--- src/rtl/rank_pkg.sv ---
`default_nettype none
// rank_pkg: shared encodings and width helpers for the rank dispatch front end.
// Rev 1.0
package rank_pkg;

   localparam int INVALID_REMAP = 0;
   localparam int INVALID_DROP  = 1;

   function automatic int clog2(input int value);
      int r;
      r = 0;
      for (int i = 0; i < 31; i++) begin
         if ((1 << i) < value) r = i + 1;
      end
      return r;
   endfunction

   function automatic int in_fifo_width(input int code_bits, input int meta_w,
                                        input int flow_w, input int weight_w);
      return code_bits + meta_w + flow_w + weight_w;
   endfunction

   function automatic int out_fifo_width(input int rank_w, input int meta_w);
      return rank_w + meta_w;
   endfunction

endpackage
`default_nettype wire

--- src/rtl/rank_fifo.sv ---
`default_nettype none
// rank_fifo: fallthrough FIFO with occupancy count and registered nearly-full flag.
// Rev 1.0
module rank_fifo #(
   parameter int WIDTH    = 8,
   parameter int L2_DEPTH = 4
) (
   input  logic             clk,
   input  logic             rst,
   input  logic             push,
   input  logic             pop,
   input  logic [WIDTH-1:0] din,
   output logic [WIDTH-1:0] dout,
   output logic             empty,
   output logic             nearly_full
);

   localparam int DEPTH = 1 << L2_DEPTH;

   logic [WIDTH-1:0]    mem [DEPTH];
   logic [L2_DEPTH-1:0] wr_ptr;
   logic [L2_DEPTH-1:0] rd_ptr;
   logic [L2_DEPTH:0]   count;
   logic [L2_DEPTH:0]   count_nxt;
   logic                full;
   logic                do_push;
   logic                do_pop;

   assign empty   = (count == '0);
   assign full    = (count == (L2_DEPTH+1)'(DEPTH));
   assign do_pop  = pop && !empty;
   assign do_push = push && (!full || do_pop);

   always_comb begin
      count_nxt = count;
      case ({do_push, do_pop})
         2'b10:   count_nxt = count + (L2_DEPTH+1)'(1);
         2'b01:   count_nxt = count - (L2_DEPTH+1)'(1);
         default: count_nxt = count;
      endcase
   end

   always_ff @(posedge clk or negedge rst) begin
      if (!rst) begin
         wr_ptr      <= '0;
         rd_ptr      <= '0;
         count       <= '0;
         nearly_full <= 1'b0;
      end else begin
         if (do_push) wr_ptr <= wr_ptr + L2_DEPTH'(1);
         if (do_pop)  rd_ptr <= rd_ptr + L2_DEPTH'(1);
         count       <= count_nxt;
         nearly_full <= (count_nxt >= (L2_DEPTH+1)'(DEPTH - 1));
      end
   end

   always_ff @(posedge clk) begin
      if (do_push) mem[wr_ptr] <= din;
   end

   // Head is forced to zero when empty so stale storage never reaches the outputs.
   assign dout = empty ? '0 : mem[rd_ptr];

endmodule
`default_nettype wire

--- src/rtl/rank_dispatch.sv ---
`default_nettype none
// rank_dispatch: steers descriptors to rank-op engines and collects their results
// round-robin into an output FIFO for the PIFO. Rev 1.0
module rank_dispatch #(
   parameter int NUM_RANK_OPS      = 4,
   parameter int RANK_CODE_BITS    = 4,
   parameter int FLOW_ID_WIDTH     = 16,
   parameter int FLOW_WEIGHT_WIDTH = 8,
   parameter int RANK_WIDTH        = 16,
   parameter int META_WIDTH        = 16,
   parameter int L2_DEPTH          = 4,
   parameter int INVALID_OP_MODE   = 0,
   parameter int DEFAULT_OP        = 0
) (
   input  logic                                 clk,
   input  logic                                 rst,
   output logic                                 busy,
   input  logic                                 insert,
   input  logic [META_WIDTH-1:0]                meta_in,
   input  logic [RANK_CODE_BITS-1:0]            rank_op_in,
   input  logic [FLOW_ID_WIDTH-1:0]             flowID_in,
   input  logic [FLOW_WEIGHT_WIDTH-1:0]         flow_weight_in,
   input  logic [NUM_RANK_OPS-1:0]              op_busy,
   output logic [NUM_RANK_OPS-1:0]              op_insert,
   output logic [META_WIDTH-1:0]                op_meta,
   output logic [FLOW_ID_WIDTH-1:0]             op_flowID,
   output logic [FLOW_WEIGHT_WIDTH-1:0]         op_flow_weight,
   input  logic [NUM_RANK_OPS-1:0]              op_valid_out,
   input  logic [NUM_RANK_OPS*RANK_WIDTH-1:0]   op_rank_out,
   input  logic [NUM_RANK_OPS*META_WIDTH-1:0]   op_meta_out,
   output logic [NUM_RANK_OPS-1:0]              op_remove,
   input  logic                                 remove,
   output logic                                 valid_out,
   output logic [RANK_WIDTH-1:0]                rank_out,
   output logic [META_WIDTH-1:0]                meta_out,
   output logic [31:0]                          drop_count
);

   import rank_pkg::*;

   localparam int IN_W  = in_fifo_width(RANK_CODE_BITS, META_WIDTH, FLOW_ID_WIDTH,
                                        FLOW_WEIGHT_WIDTH);
   localparam int OUT_W = out_fifo_width(RANK_WIDTH, META_WIDTH);
   localparam int PTR_W = clog2(NUM_RANK_OPS);

   logic                      op_invalid;
   logic                      drop;
   logic                      in_push;
   logic                      in_pop;
   logic                      in_empty;
   logic                      out_empty;
   logic                      out_nearly_full;
   logic [RANK_CODE_BITS-1:0] wr_op;
   logic [RANK_CODE_BITS-1:0] head_op;
   logic [IN_W-1:0]           in_din;
   logic [IN_W-1:0]           in_dout;
   logic [OUT_W-1:0]          out_din;
   logic [OUT_W-1:0]          out_dout;
   logic [PTR_W-1:0]          rr_ptr;
   logic [PTR_W-1:0]          grant_idx;
   logic                      grant_found;
   logic                      grant;

   // Invalid op codes are resolved before storage so the head op is always in range.
   assign op_invalid = int'(rank_op_in) >= NUM_RANK_OPS;
   assign drop       = insert && op_invalid && (INVALID_OP_MODE == INVALID_DROP);
   assign in_push    = insert && !drop;
   assign wr_op      = op_invalid ? RANK_CODE_BITS'(DEFAULT_OP) : rank_op_in;
   assign in_din     = {wr_op, meta_in, flowID_in, flow_weight_in};

   rank_fifo #(
      .WIDTH    (IN_W),
      .L2_DEPTH (L2_DEPTH)
   ) u_in_fifo (
      .clk         (clk),
      .rst         (rst),
      .push        (in_push),
      .pop         (in_pop),
      .din         (in_din),
      .dout        (in_dout),
      .empty       (in_empty),
      .nearly_full (busy)
   );

   assign {head_op, op_meta, op_flowID, op_flow_weight} = in_dout;

   for (genvar k = 0; k < NUM_RANK_OPS; k++) begin : g_dispatch
      assign op_insert[k] = !in_empty && (head_op == RANK_CODE_BITS'(k)) && !op_busy[k];
   end

   assign in_pop = |op_insert;

   always_comb begin
      int idx;
      idx         = 0;
      grant_found = 1'b0;
      grant_idx   = '0;
      for (int i = 0; i < NUM_RANK_OPS; i++) begin
         idx = int'(rr_ptr) + i;
         if (idx >= NUM_RANK_OPS) idx = idx - NUM_RANK_OPS;
         if (!grant_found && op_valid_out[PTR_W'(idx)]) begin
            grant_found = 1'b1;
            grant_idx   = PTR_W'(idx);
         end
      end
   end

   assign grant = grant_found && !out_nearly_full;

   for (genvar k = 0; k < NUM_RANK_OPS; k++) begin : g_collect
      assign op_remove[k] = grant && (grant_idx == PTR_W'(k));
   end

   always_comb begin
      out_din = '0;
      for (int k = 0; k < NUM_RANK_OPS; k++) begin
         if (op_remove[k]) begin
            out_din = {op_rank_out[k*RANK_WIDTH +: RANK_WIDTH],
                       op_meta_out[k*META_WIDTH +: META_WIDTH]};
         end
      end
   end

   rank_fifo #(
      .WIDTH    (OUT_W),
      .L2_DEPTH (L2_DEPTH)
   ) u_out_fifo (
      .clk         (clk),
      .rst         (rst),
      .push        (grant),
      .pop         (remove),
      .din         (out_din),
      .dout        (out_dout),
      .empty       (out_empty),
      .nearly_full (out_nearly_full)
   );

   assign valid_out            = !out_empty;
   assign {rank_out, meta_out} = out_dout;

   always_ff @(posedge clk or negedge rst) begin
      if (!rst) begin
         rr_ptr     <= '0;
         drop_count <= '0;
      end else begin
         if (grant) begin
            rr_ptr <= (int'(grant_idx) == NUM_RANK_OPS - 1) ? '0 : grant_idx + PTR_W'(1);
         end
         if (drop && (drop_count != '1)) drop_count <= drop_count + 32'd1;
      end
   end

endmodule
`default_nettype wire

--- config.mk ---
export PLATFORM = sky130hd
export DESIGN_NAME = rank_dispatch
export DESIGN_NICKNAME = d
export VERILOG_FILES = /design/src/rtl/rank_pkg.sv /design/src/rtl/rank_fifo.sv /design/src/rtl/rank_dispatch.sv
export SDC_FILE = /design/constraint.sdc
export NUM_CORES = 1
export LEC_CHECK = 0
export CORE_MARGIN = 5
export CORE_UTILIZATION = 55
export CTS_BUF_LIST = sky130_fd_sc_hd__clkbuf_16
export CTS_CLUSTER_DIAMETER = 80
export DETAILED_ROUTE_END_ITERATION = 12
export PLACE_DENSITY = 0.74
export SKIP_LAST_GASP = 1
export SLEW_MARGIN = 20
export SYNTH_ARGS = -nofsm -noshare
export SYNTH_HDL_FRONTEND = slang
export SYNTH_HIERARCHICAL = 1
export SYNTH_SLANG_ARGS = --single-unit
--- constraint.sdc ---
create_clock -name clk -period 5.42 [get_ports clk]
set_input_delay 1.355 -clock clk [delete_from_list [all_inputs] [get_ports clk]]
set_output_delay 1.355 -clock clk [all_outputs]
set_load 0.01 [all_outputs]
==> results.cfg <==
[outcome]
status = completed

[global_route]
antenna_found_initial = 4
grt_overflow = 0
grt_pass1_wl_um = 171900
grt_pass1_vias = 26250
grt_start_max_net_pins = 73
grtUsageTotal_pct = 24.32

[synthesis]
synth_compound_area_share_pct = 4.914
ys.flop_type = edfxtp_1
synth_top_area_share_pct = 74.34
synth_most_common_cell = edfxtp_1
synth.avg_cell_area_um2 = 21.25
yosysSeqAreaShare_pct = 75.87
synth_top_area_cell = edfxtp_1
synth_top_family_by_area = multiplexers
synthMuxAreaShare_pct = 14.18
syn-cell-area_um2 = 49120
synthArstFlopShare_pct = 2.408
ys_ff_latch = 1246
ys_types = 55
synth_xor_area_share_pct = 0.4279
synthCells = 2312
synth_enable_flop_cells = 1216
yosysWarnings = 6
synthSimpleGateAreaFrac_pct = 2.099
synth_area_leaders = edfxtp_1 74%, mux4_2 14%, a22oi_1 2.3%
synth_adder_area_share_pct = 0.5094
synth_common_cells = 1216 x edfxtp_1, 305 x mux4_2, 152 x a22oi_1

[timing]
setup_violations = 0
post-route-period-util_pct = 94.51
fin_tns_setup_ns = 0
layout_min_cycle_time_ns = 5.123
tightest_slew_ns = 1.059
hold_violations = 0
fmax_mhz = 195.2
layout_setup_ws_ns = 0.2974
maxSlewViolCount = 0
worst_hold_slack_ns = 0.5779
rsz0062_at_grt = false
fin_skew_ns = 0.06716
max_slew_margin_pct = 29.39

[placement]
hpwlAfterDp_um = 63960
portBuffers = 265
gp_congestion = 0.8739
place_ws_ns = 0.4895

[setup_path]
worstPathMaxFanout = 34
cp.arrival_ns = 3.77
crit_type = flop to output pin
end_kind = output pin
required_ns = 4.07
cp-start-kind = flop
rr_worst_depth = 14

[clock_network]
cts_num_sinks = 1246
clk_pin_slew_worst_paths_ns = 0.06
ctsLongestPathBuffers = 3
root_buffer = clkbuf_16
numCtsBuffers = 116
clkLatencyLatePin_ns = 0.71
cts-hold-fix-buffers = 0
htree_levels = 3
cts_tree = yes

[power_and_ir_drop]
p_per_area_nw_per_um2 = 553.6
p_switching_mw = 9.968
p_seq_share_pct = 40.5
pwr-share-comb_pct = 33.6
peakVddDrop_v = 0.0004334
power.leakage_nw = 18.84
swShare_pct = 31.29
internal_power_mw = 21.89
clkPwrFrac_pct = 25.9

[die]
die_w_um = 308.9
dieHeight_um = 308.9
row_count = 109
die_area_um2 = 95390
initial_core_util_pct = 55.50
core_um2 = 88510
pin_count = 298

[drt]
drt_pre_antenna_iters = 5
wire_per_inst_um = 29.54
vias = 25300
vias_per_cell = 6.418
routed_wl_um = 116400
dr.first_iter.drc_count = 2962
drc = 0
postRouteAntennaNets = 0

[worst_hold_path]
holdCritPathClass = flop to flop
whs_path_depth = 1

[finish]
layout-drive-gt1-share_pct = 23.24
syn2layout_area_growth_pct = 17.17
utilization_pct = 65.02
fillCellCount = 5596
final_nets = 2885

[job]
maxCapViolCount = 0
## stage by stage
stage          total power [mW]  cells  cell area, µm²
3_3_place_gp              23.45   3728           53610
6_report                  31.86   3942           57550
3_5_place_dp              23.78   3728           53610
4_1_cts                   32.04   3940           57530
2_1_floorplan             19.50   2375           49360
5_1_grt                   33.17   3941           57550
## per-layer routing
| metal | wire length, µm | vias to the layer above | global-route usage [%] |
|---|---|---|---|
| met4 | 3088 | 0 | 6.413 |
| met3 | 10190 | 225 | 4.464 |
| met2 | 59510 | 1356 | 41.55 |
| li1 | - | 10400 | - |
| met5 | 0 | - | 0 |
| met1 | 43650 | 13320 | 33.09 |
## sequential cells by signal, summed over array words and instances (netlist names)
name,flops
u_out_fifo/wr_ptr,4
u_in_fifo/mem,704
u_in_fifo/nearly_full,1
u_out_fifo/rd_ptr,4
u_out_fifo/mem,512
u_in_fifo/wr_ptr,4
u_in_fifo/rd_ptr,4
u_in_fifo/count,5
u_out_fifo/nearly_full,1
rr_ptr,2
u_out_fifo/count,5
## cells in the final DEF, fill, tap and decap left out, drive strengths merged, types with 7 or more instances in the layout
cell           instances
edfxtp              1216
mux4                 305
clkdlybuf4s50        264
a22oi                152
clkbuf               117
a21oi                116
buf                  102
conb                  64
clkinv                58
nand2                 43
a21o                  35
o221ai                33
and3b                 32
inv                   32
dfrtp                 30
and2                  28
ha                    20
bufinv                17
xnor2                 16
nor2                  11
and3                  10
xor2                   8
mux2                   7
## layout make-up
| cell class | count | area (µm²) | share of cell area [%] |
|---|---|---|---|
| Tap cell | 1165 | 1458 | 2.533 |
| Timing Repair Buffer | 366 | 3631 | 6.309 |
| Multi-Input combinational cell | 936 | 11200 | 19.46 |
| Clock inverter | 95 | 989.7 | 1.720 |
| Clock buffer | 117 | 2928 | 5.087 |
| Antenna cell | 2 | 5.005 | 0.008696 |
| Inverter | 15 | 58.81 | 0.1022 |
| Sequential cell | 1246 | 37280 | 64.78 |
## worst max-delay path, stage by stage, from the launching register on
cell and delay (ns):
dfrtp_1 0.47, and2_2 0.36, buf_4 0.39, a22oi_1 0.26, a21oi_1 0.13, or3_1 0.53, nor4b_1 0.33, clkdlybuf4s50_1 0.60
## worst paths after layout
| path | start | endpoint | slack, ns |
|---|---|---|---|
| max | u_in_fifo/rd_ptr[3] | op_insert[2] | 0.30 |
| min | u_out_fifo/count[3] | u_out_fifo/count[3] | 0.58 |
| max reg2reg | u_in_fifo/rd_ptr[2] | u_in_fifo/nearly_full | 0.35 |
| min reg2reg | u_out_fifo/count[3] | u_out_fifo/count[3] | 0.58 |
| max in group asynchronous | rst | u_in_fifo/rd_ptr[0] | 4.00 |
| min in group asynchronous | rst | rr_ptr[0] | 0.75 |
## logic make-up after synthesis
logic type | Yosys count
AOI/OAI and AO/OA | 353
xor gates and xnor gates | 24
other | 1
DFF | 1246
buffers and inverters | 193
muxes | 312
adders and majority gates | 20
and+or+nand+nor | 163
## power by group through the flow
stage / Combinational, mW / Clock (mW) / Sequential [mW]
final: 10.7 / 8.24 / 12.9
after global placement: 10.5 / 0 / 13.0
after detailed placement: 10.7 / 0 / 13.1
after global routing: 11.4 / 8.80 / 13.0
after CTS: 10.8 / 8.36 / 12.9
after floorplan: 6.77 / 0 / 12.7
## what timing repair did
| action | CTS | global route |
|---|---|---|
| setup endpoints to repair | 0 | 2 |
| buffers inserted | 0 | 0 |
| gates resized for setup | 0 | 1 |
Note: power is estimated with default switching activity, not from simulation.
